$ cat config.mk
export PLATFORM = sky130hd
export DESIGN_NAME = multicycle_ctrl
export DESIGN_NICKNAME = d
export VERILOG_FILES = /design/src/rtl/multicycle_ctrl.sv
export SDC_FILE = /design/constraint.sdc
export NUM_CORES = 1
export LEC_CHECK = 0
export CAP_MARGIN = 20
export CORE_MARGIN = 2
export CORE_UTILIZATION = 50
export CTS_BUF_LIST = sky130_fd_sc_hd__clkbuf_4 sky130_fd_sc_hd__clkbuf_8 sky130_fd_sc_hd__clkbuf_16
export DETAILED_ROUTE_END_ITERATION = 8
export HOLD_SLACK_MARGIN = 0.02
export PLACE_DENSITY = 0.89
export SKIP_CTS_REPAIR_TIMING = 1
export SYNTH_ARGS = -nofsm -noshare
export SYNTH_HDL_FRONTEND = slang
export SYNTH_SLANG_ARGS = --single-unit
$ cat constraint.sdc
create_clock -name clk -period 5.8 [get_ports clk]
set_clock_uncertainty 0.15 [all_clocks]
set_input_delay 0.58 -clock clk [delete_from_list [all_inputs] [get_ports clk]]
set_output_delay 0.58 -clock clk [all_outputs]
set_load 0.02 [all_outputs]
$ cat src/rtl/multicycle_ctrl.sv
// Multicycle CPU control FSM: FETCH/DECODE/EXEC/MEM/WB sequencing, datapath control, retire counter.
// Latency: ALU/jal/jalr 4 cycles, branch 3, store 4, load 5 (mem_ready=1); outputs are combinational from state/op_q.
// Backpressure: mem_ready=0 stalls in FETCH and MEM with outputs held; mem_ready is ignored in other states.
module multicycle_ctrl (
    input  logic        clk,
    input  logic        rst,
    input  logic [3:0]  op,
    input  logic        zero,
    input  logic        mem_ready,
    output logic        mem_req,
    output logic        wmem,
    output logic        memc,
    output logic        m2reg,
    output logic        wreg,
    output logic        jal,
    output logic [2:0]  ALUOp,
    output logic        alucsrc,
    output logic [1:0]  PCsrc,
    output logic        pc_we,
    output logic        ir_we,
    output logic [2:0]  state,
    output logic [15:0] instret
);

    // CPU opcode encoding of the instruction register op field
    localparam logic [3:0] OP_JAL  = 4'b0000;
    localparam logic [3:0] OP_JALR = 4'b0001;
    localparam logic [3:0] OP_BEQ  = 4'b0010;
    localparam logic [3:0] OP_BLE  = 4'b0011;
    localparam logic [3:0] OP_LB   = 4'b0100;
    localparam logic [3:0] OP_LW   = 4'b0101;
    localparam logic [3:0] OP_SB   = 4'b0110;
    localparam logic [3:0] OP_SW   = 4'b0111;
    localparam logic [3:0] OP_ADD  = 4'b1000;
    localparam logic [3:0] OP_SUB  = 4'b1001;
    localparam logic [3:0] OP_AND  = 4'b1010;
    localparam logic [3:0] OP_OR   = 4'b1011;
    localparam logic [3:0] OP_ADDI = 4'b1100;
    localparam logic [3:0] OP_SUBI = 4'b1101;
    localparam logic [3:0] OP_ANDI = 4'b1110;
    localparam logic [3:0] OP_ORI  = 4'b1111;

    // ALU operation codes
    localparam logic [2:0] ALU_ADD = 3'd0;
    localparam logic [2:0] ALU_SUB = 3'd1;
    localparam logic [2:0] ALU_AND = 3'd2;
    localparam logic [2:0] ALU_OR  = 3'd3;
    localparam logic [2:0] ALU_BEQ = 3'd4;
    localparam logic [2:0] ALU_BLE = 3'd5;

    // PC source select
    localparam logic [1:0] PC_SEQ = 2'd0;  // PC+2
    localparam logic [1:0] PC_REL = 2'd1;  // PC+imm
    localparam logic [1:0] PC_REG = 2'd2;  // rs1+imm

    typedef enum logic [2:0] {
        S_FETCH  = 3'd0,
        S_DECODE = 3'd1,
        S_EXEC   = 3'd2,
        S_MEM    = 3'd3,
        S_WB     = 3'd4
    } state_t;

    state_t      state_q;
    state_t      state_d;
    logic [3:0]  op_q;
    logic [15:0] instret_q;

    // Raw (ungated) control values from the FSM decode
    logic        mem_req_c;
    logic        wmem_c;
    logic        memc_c;
    logic        m2reg_c;
    logic        wreg_c;
    logic        jal_c;
    logic [2:0]  aluop_c;
    logic        alucsrc_c;
    logic [1:0]  pcsrc_c;
    logic        pc_we_c;
    logic        ir_we_c;

    // Opcode class flags, all derived from the latched opcode only
    logic        is_load;
    logic        is_store;
    logic        is_branch;
    logic        is_link;
    logic [2:0]  dec_aluop;
    logic        dec_alucsrc;

    // ALU control for the latched opcode; shared by EXEC and WB so WB holds the EXEC values
    always_comb begin
        dec_aluop   = ALU_ADD;
        dec_alucsrc = 1'b0;
        case (op_q)
            OP_ADD:  begin dec_aluop = ALU_ADD; dec_alucsrc = 1'b0; end
            OP_SUB:  begin dec_aluop = ALU_SUB; dec_alucsrc = 1'b0; end
            OP_AND:  begin dec_aluop = ALU_AND; dec_alucsrc = 1'b0; end
            OP_OR:   begin dec_aluop = ALU_OR;  dec_alucsrc = 1'b0; end
            OP_ADDI: begin dec_aluop = ALU_ADD; dec_alucsrc = 1'b1; end
            OP_SUBI: begin dec_aluop = ALU_SUB; dec_alucsrc = 1'b1; end
            OP_ANDI: begin dec_aluop = ALU_AND; dec_alucsrc = 1'b1; end
            OP_ORI:  begin dec_aluop = ALU_OR;  dec_alucsrc = 1'b1; end
            OP_LB, OP_LW, OP_SB, OP_SW:
                     begin dec_aluop = ALU_ADD; dec_alucsrc = 1'b1; end
            OP_BEQ:  begin dec_aluop = ALU_BEQ; dec_alucsrc = 1'b0; end
            OP_BLE:  begin dec_aluop = ALU_BLE; dec_alucsrc = 1'b0; end
            OP_JAL:  begin dec_aluop = ALU_ADD; dec_alucsrc = 1'b0; end
            OP_JALR: begin dec_aluop = ALU_ADD; dec_alucsrc = 1'b1; end
            default: begin dec_aluop = ALU_ADD; dec_alucsrc = 1'b0; end
        endcase
    end

    assign is_load   = (op_q == OP_LB) || (op_q == OP_LW);
    assign is_store  = (op_q == OP_SB) || (op_q == OP_SW);
    assign is_branch = (op_q == OP_BEQ) || (op_q == OP_BLE);
    assign is_link   = (op_q == OP_JAL) || (op_q == OP_JALR);

    // State register; reset aborts any in-flight instruction and restarts at FETCH
    always_ff @(posedge clk or posedge rst) begin
        if (rst) begin
            state_q <= S_FETCH;
        end else begin
            state_q <= state_d;
        end
    end

    // Opcode latch: captured once in DECODE so later states never see IR changes
    always_ff @(posedge clk or posedge rst) begin
        if (rst) begin
            op_q <= 4'd0;
        end else if (state_q == S_DECODE) begin
            op_q <= op;
        end
    end

    // Next-state and control decode; everything defaults to 0 so unlisted outputs stay low
    always_comb begin
        state_d   = S_FETCH;
        mem_req_c = 1'b0;
        wmem_c    = 1'b0;
        memc_c    = 1'b0;
        m2reg_c   = 1'b0;
        wreg_c    = 1'b0;
        jal_c     = 1'b0;
        aluop_c   = ALU_ADD;
        alucsrc_c = 1'b0;
        pcsrc_c   = PC_SEQ;
        pc_we_c   = 1'b0;
        ir_we_c   = 1'b0;
        case (state_q)
            S_FETCH: begin
                // Instruction fetch is a halfword read
                mem_req_c = 1'b1;
                wmem_c    = 1'b0;
                memc_c    = 1'b1;
                if (mem_ready) begin
                    ir_we_c = 1'b1;
                    state_d = S_DECODE;
                end else begin
                    state_d = S_FETCH;
                end
            end
            S_DECODE: begin
                state_d = S_EXEC;
            end
            S_EXEC: begin
                aluop_c   = dec_aluop;
                alucsrc_c = dec_alucsrc;
                if (is_branch) begin
                    // zero is only meaningful here, during the compare
                    pc_we_c = 1'b1;
                    pcsrc_c = zero ? PC_SEQ : PC_REL;
                    state_d = S_FETCH;
                end else if (is_load || is_store) begin
                    state_d = S_MEM;
                end else begin
                    state_d = S_WB;
                end
            end
            S_MEM: begin
                // Address stays on the ALU (base+imm) for the whole access
                mem_req_c = 1'b1;
                aluop_c   = ALU_ADD;
                alucsrc_c = 1'b1;
                wmem_c    = is_store;
                memc_c    = (op_q == OP_LW) || (op_q == OP_SW);
                if (!mem_ready) begin
                    state_d = S_MEM;
                end else if (is_store) begin
                    pc_we_c = 1'b1;
                    pcsrc_c = PC_SEQ;
                    state_d = S_FETCH;
                end else begin
                    state_d = S_WB;
                end
            end
            S_WB: begin
                aluop_c   = dec_aluop;
                alucsrc_c = dec_alucsrc;
                wreg_c    = 1'b1;
                pc_we_c   = 1'b1;
                m2reg_c   = is_load;
                jal_c     = is_link;
                if (op_q == OP_JAL) begin
                    pcsrc_c = PC_REL;
                end else if (op_q == OP_JALR) begin
                    pcsrc_c = PC_REG;
                end else begin
                    pcsrc_c = PC_SEQ;
                end
                state_d = S_FETCH;
            end
            default: begin
                // Unused encodings recover to FETCH with every output low
                state_d = S_FETCH;
            end
        endcase
    end

    // Reset masks every control output combinationally, not just on the next edge
    assign mem_req = mem_req_c & ~rst;
    assign wmem    = wmem_c    & ~rst;
    assign memc    = memc_c    & ~rst;
    assign m2reg   = m2reg_c   & ~rst;
    assign wreg    = wreg_c    & ~rst;
    assign jal     = jal_c     & ~rst;
    assign ALUOp   = aluop_c   & {3{~rst}};
    assign alucsrc = alucsrc_c & ~rst;
    assign PCsrc   = pcsrc_c   & {2{~rst}};
    assign pc_we   = pc_we_c   & ~rst;
    assign ir_we   = ir_we_c   & ~rst;
    assign state   = state_q   & {3{~rst}};
    assign instret = instret_q & {16{~rst}};

    // Retire counter: one count per PC load, wrapping naturally at 16 bits
    always_ff @(posedge clk or posedge rst) begin
        if (rst) begin
            instret_q <= 16'd0;
        end else begin
            instret_q <= instret_q + {15'd0, pc_we};
        end
    end

endmodule
==> impl_metrics.env <==
export IMPL_status="completed"
export IMPL_startpoint_type="input port"
export IMPL_cts_num_sinks=23
export IMPL_die_w_um=56.3
export IMPL_tightest_slew_ns=0.883
export IMPL_area_growth_synth_to_final_pct=31.0
export IMPL_coreArea_mm2=0.00254
export IMPL_drive_gt1_share_pct=7.18
export IMPL_path_clk_slew_ns=0.13
export IMPL_via_count=1202
export IMPL_fin_cells=211
export IMPL_cp_arrival_ns=3.12
export IMPL_tritoncts="done"
export IMPL_drv_slew=0
export IMPL_diodes=0
export IMPL_yosysTopAreaCell="dfrtp_1"
export IMPL_fmax_mhz=260
export IMPL_endpoint_kind="output pin"
export IMPL_grt_pass1_vias=1098
export IMPL_place_inst=207
export IMPL_hp_class="flop to flop"
export IMPL_start_util_pct=53.7
export IMPL_vias_per_cell=5.70
export IMPL_grt_pass1_wl_mm=5.18
export IMPL_wl_per_cell_um=14.1
export IMPL_synthesis_nets=155
export IMPL_nets=192
export IMPL_required_ns=5.07
export IMPL_maxSlewHeadroom_pct=40.9
export IMPL_syn_area_mm2=0.00137
export IMPL_grt_max_degree=28
export IMPL_fin_setup_tns_ns=0
export IMPL_maxCapViolCount=0
export IMPL_root_buffer="clkbuf_4"
export IMPL_gr_usage_all_layers_pct=20.8
export IMPL_synth_area_leaders="dfrtp_1 42%, nor2b_1 8.2%, xor2_1 6.4%, nor3_1 3.3%, mux2_2 3.3%"
export IMPL_std_cell_rows=18
export IMPL_nFillCells=207
export IMPL_clk_path_buf_depth=2
export IMPL_worstSetupPathType="input port to output pin"
export IMPL_rsz0062_at_grt="no"
export IMPL_place_congestion=0.806
export IMPL_die_h_um=56.3
export IMPL_power_density_mw_per_mm2=346
export IMPL_htreeDepth=1
export IMPL_synth_top_cell_area_share_pct=42.1
export IMPL_grt_antenna_before_repair=0
export IMPL_synth_flop_cell="dfrtp_1"
export IMPL_synth_edf_count=0
export IMPL_die_area_mm2=0.00317
export IMPL_ir_drop_v=0.000250
export IMPL_setup_slack_ns=1.95
export IMPL_syn_avg_cell_area_um2=9.43
export IMPL_yosysUniqueCellTypes=36
export IMPL_p_leak_nw=0.754
export IMPL_min_period_ns=3.85
export IMPL_ant_nets=0
export IMPL_drtPass1Iterations=4
export IMPL_dp_slack_ns=1.98
export IMPL_drtIter0Drc=17
export IMPL_cp_max_fo=27
export IMPL_timing_hold_ws_ns=0.338
export IMPL_grt_overflow=0
export IMPL_insertion_delay_ns=0.32
export IMPL_cts_made_buffers=3
export IMPL_final_util_pct=70.4
export IMPL_period_share_pct=66.3
export IMPL_yosys_warnings=0
export IMPL_finalWirelength_mm=2.98
export IMPL_ioPinCount=41
export IMPL_hpwl_mm=2.21
export IMPL_drt_drc_violations_left=0
export IMPL_yosysSeqAreaShare_pct=42.1
export IMPL_syn_inst=145
export IMPL_setup_violations=0
export IMPL_async_flop_share_pct=100
export IMPL_io_buffers=40
export IMPL_finalHoldViolations=0
export IMPL_ys_ff_latch=23
## state kept, by name, indices dropped and copies added, names as in the netlist
| signal | flops |
|---|---|
| instret_q | 16 |
| state_q | 3 |
| op_q | 4 |
## cell families after synthesis
group	Yosys count	share of synthesized area [%]
XOR/XNOR	15	9.61
AO/OA/AOI/OAI	12	6.68
adder cells (fa/ha/maj)	2	1.83
buffers and inverters	12	4.12
AND/OR/NAND/NOR	77	32.4
flip-flops	23	42.1
multiplexers	4	3.29
## critical path, cell delays in order
cell	delay, ns
clkdlybuf4s50_1	0.87
or4b_1	0.76
nor2_1	0.15
and2_1	0.15
clkdlybuf4s50_1	0.60
## cell usage after synthesis (2+ instances only)
| library cell | n |
|---|---|
| a21boi_0 | 2 |
| a21oi_1 | 3 |
| buf_2 | 3 |
| clkbuf_1 | 4 |
| dfrtp_1 | 23 |
| ha_1 | 2 |
| inv_1 | 4 |
| mux2_2 | 4 |
| nand2_1 | 8 |
| nand2b_1 | 3 |
| nand3_1 | 7 |
| nand4_1 | 4 |
| nor2_1 | 8 |
| nor2b_1 | 18 |
| nor3_1 | 9 |
| nor3b_1 | 2 |
| nor4_1 | 6 |
| or2_2 | 2 |
| or3_1 | 2 |
| or4b_1 | 2 |
| xnor2_1 | 5 |
| xor2_1 | 10 |
## per-stage QoR
| step | total power [mW] | instance area, um^2 |
|---|---|---|
| after global placement | 0.534 | 1760 |
| after CTS | 0.622 | 1790 |
| final | 0.619 | 1790 |
| after detailed placement | 0.547 | 1760 |
| after floorplan | 0.457 | 1370 |
| after global routing | 0.662 | 1790 |
## layer usage
metal  vias to the layer above  track usage [%]  part of all wire (%)
met5                         -                0                     0
met4                         0             6.12                   1.0
met3                         5             5.99                   5.1
met2                        37             32.3                    49
met1                       583             28.4                    45
li1                        577                -                     -
## report_power, final
group	internal, mW	leakage [nW]	total [mW]	switching [mW]
sequential	0.198	0.293	0.277	0.0790
clock	0.0259	0.0177	0.0747	0.0488
combinational	0.145	0.443	0.268	0.123
## worst paths after layout
check / startpoint / to / slack [ns] / cells after the start
min reg2reg: instret_q[15] / instret_q[15] / 0.34 / 1
max in group asynchronous: rst / instret_q[7] / 3.67 / 2
max reg2reg: op_q[1] / instret_q[14] / 2.76 / 8
min: instret_q[15] / instret_q[15] / 0.34 / 1
min in group asynchronous: rst / instret_q[4] / 1.30 / 2
max: rst / PCsrc[1] / 1.95 / 5
## cell type report
cell class	count	area [um^2]	share of cell area, %
Multi-Input combinational cell	110	736	41.1
Timing Repair Buffer	40	400	22.3
Tap cell	30	37.5	2.09
Clock inverter	1	5.00	0.279
Inverter	4	15.0	0.838
Clock buffer	3	22.5	1.26
Sequential cell	23	576	32.1
## layout by cell type, fill, tap and decap left out, drive strengths merged, types with 3 or more instances in the layout
cell           Yosys  final
nand2b             3      3
clkdlybuf4s50      0     40
nand2              8      8
nand4              4      4
nor2               8      8
mux2               4      4
nor4               6      6
a21oi              3      3
clkbuf             4      3
dfrtp             23     23
xor2              10     10
nor3               9      9
nor2b             18     18
nand3              7      7
xnor2              5      5
inv                4      4
(Power assumes the default switching activity.)
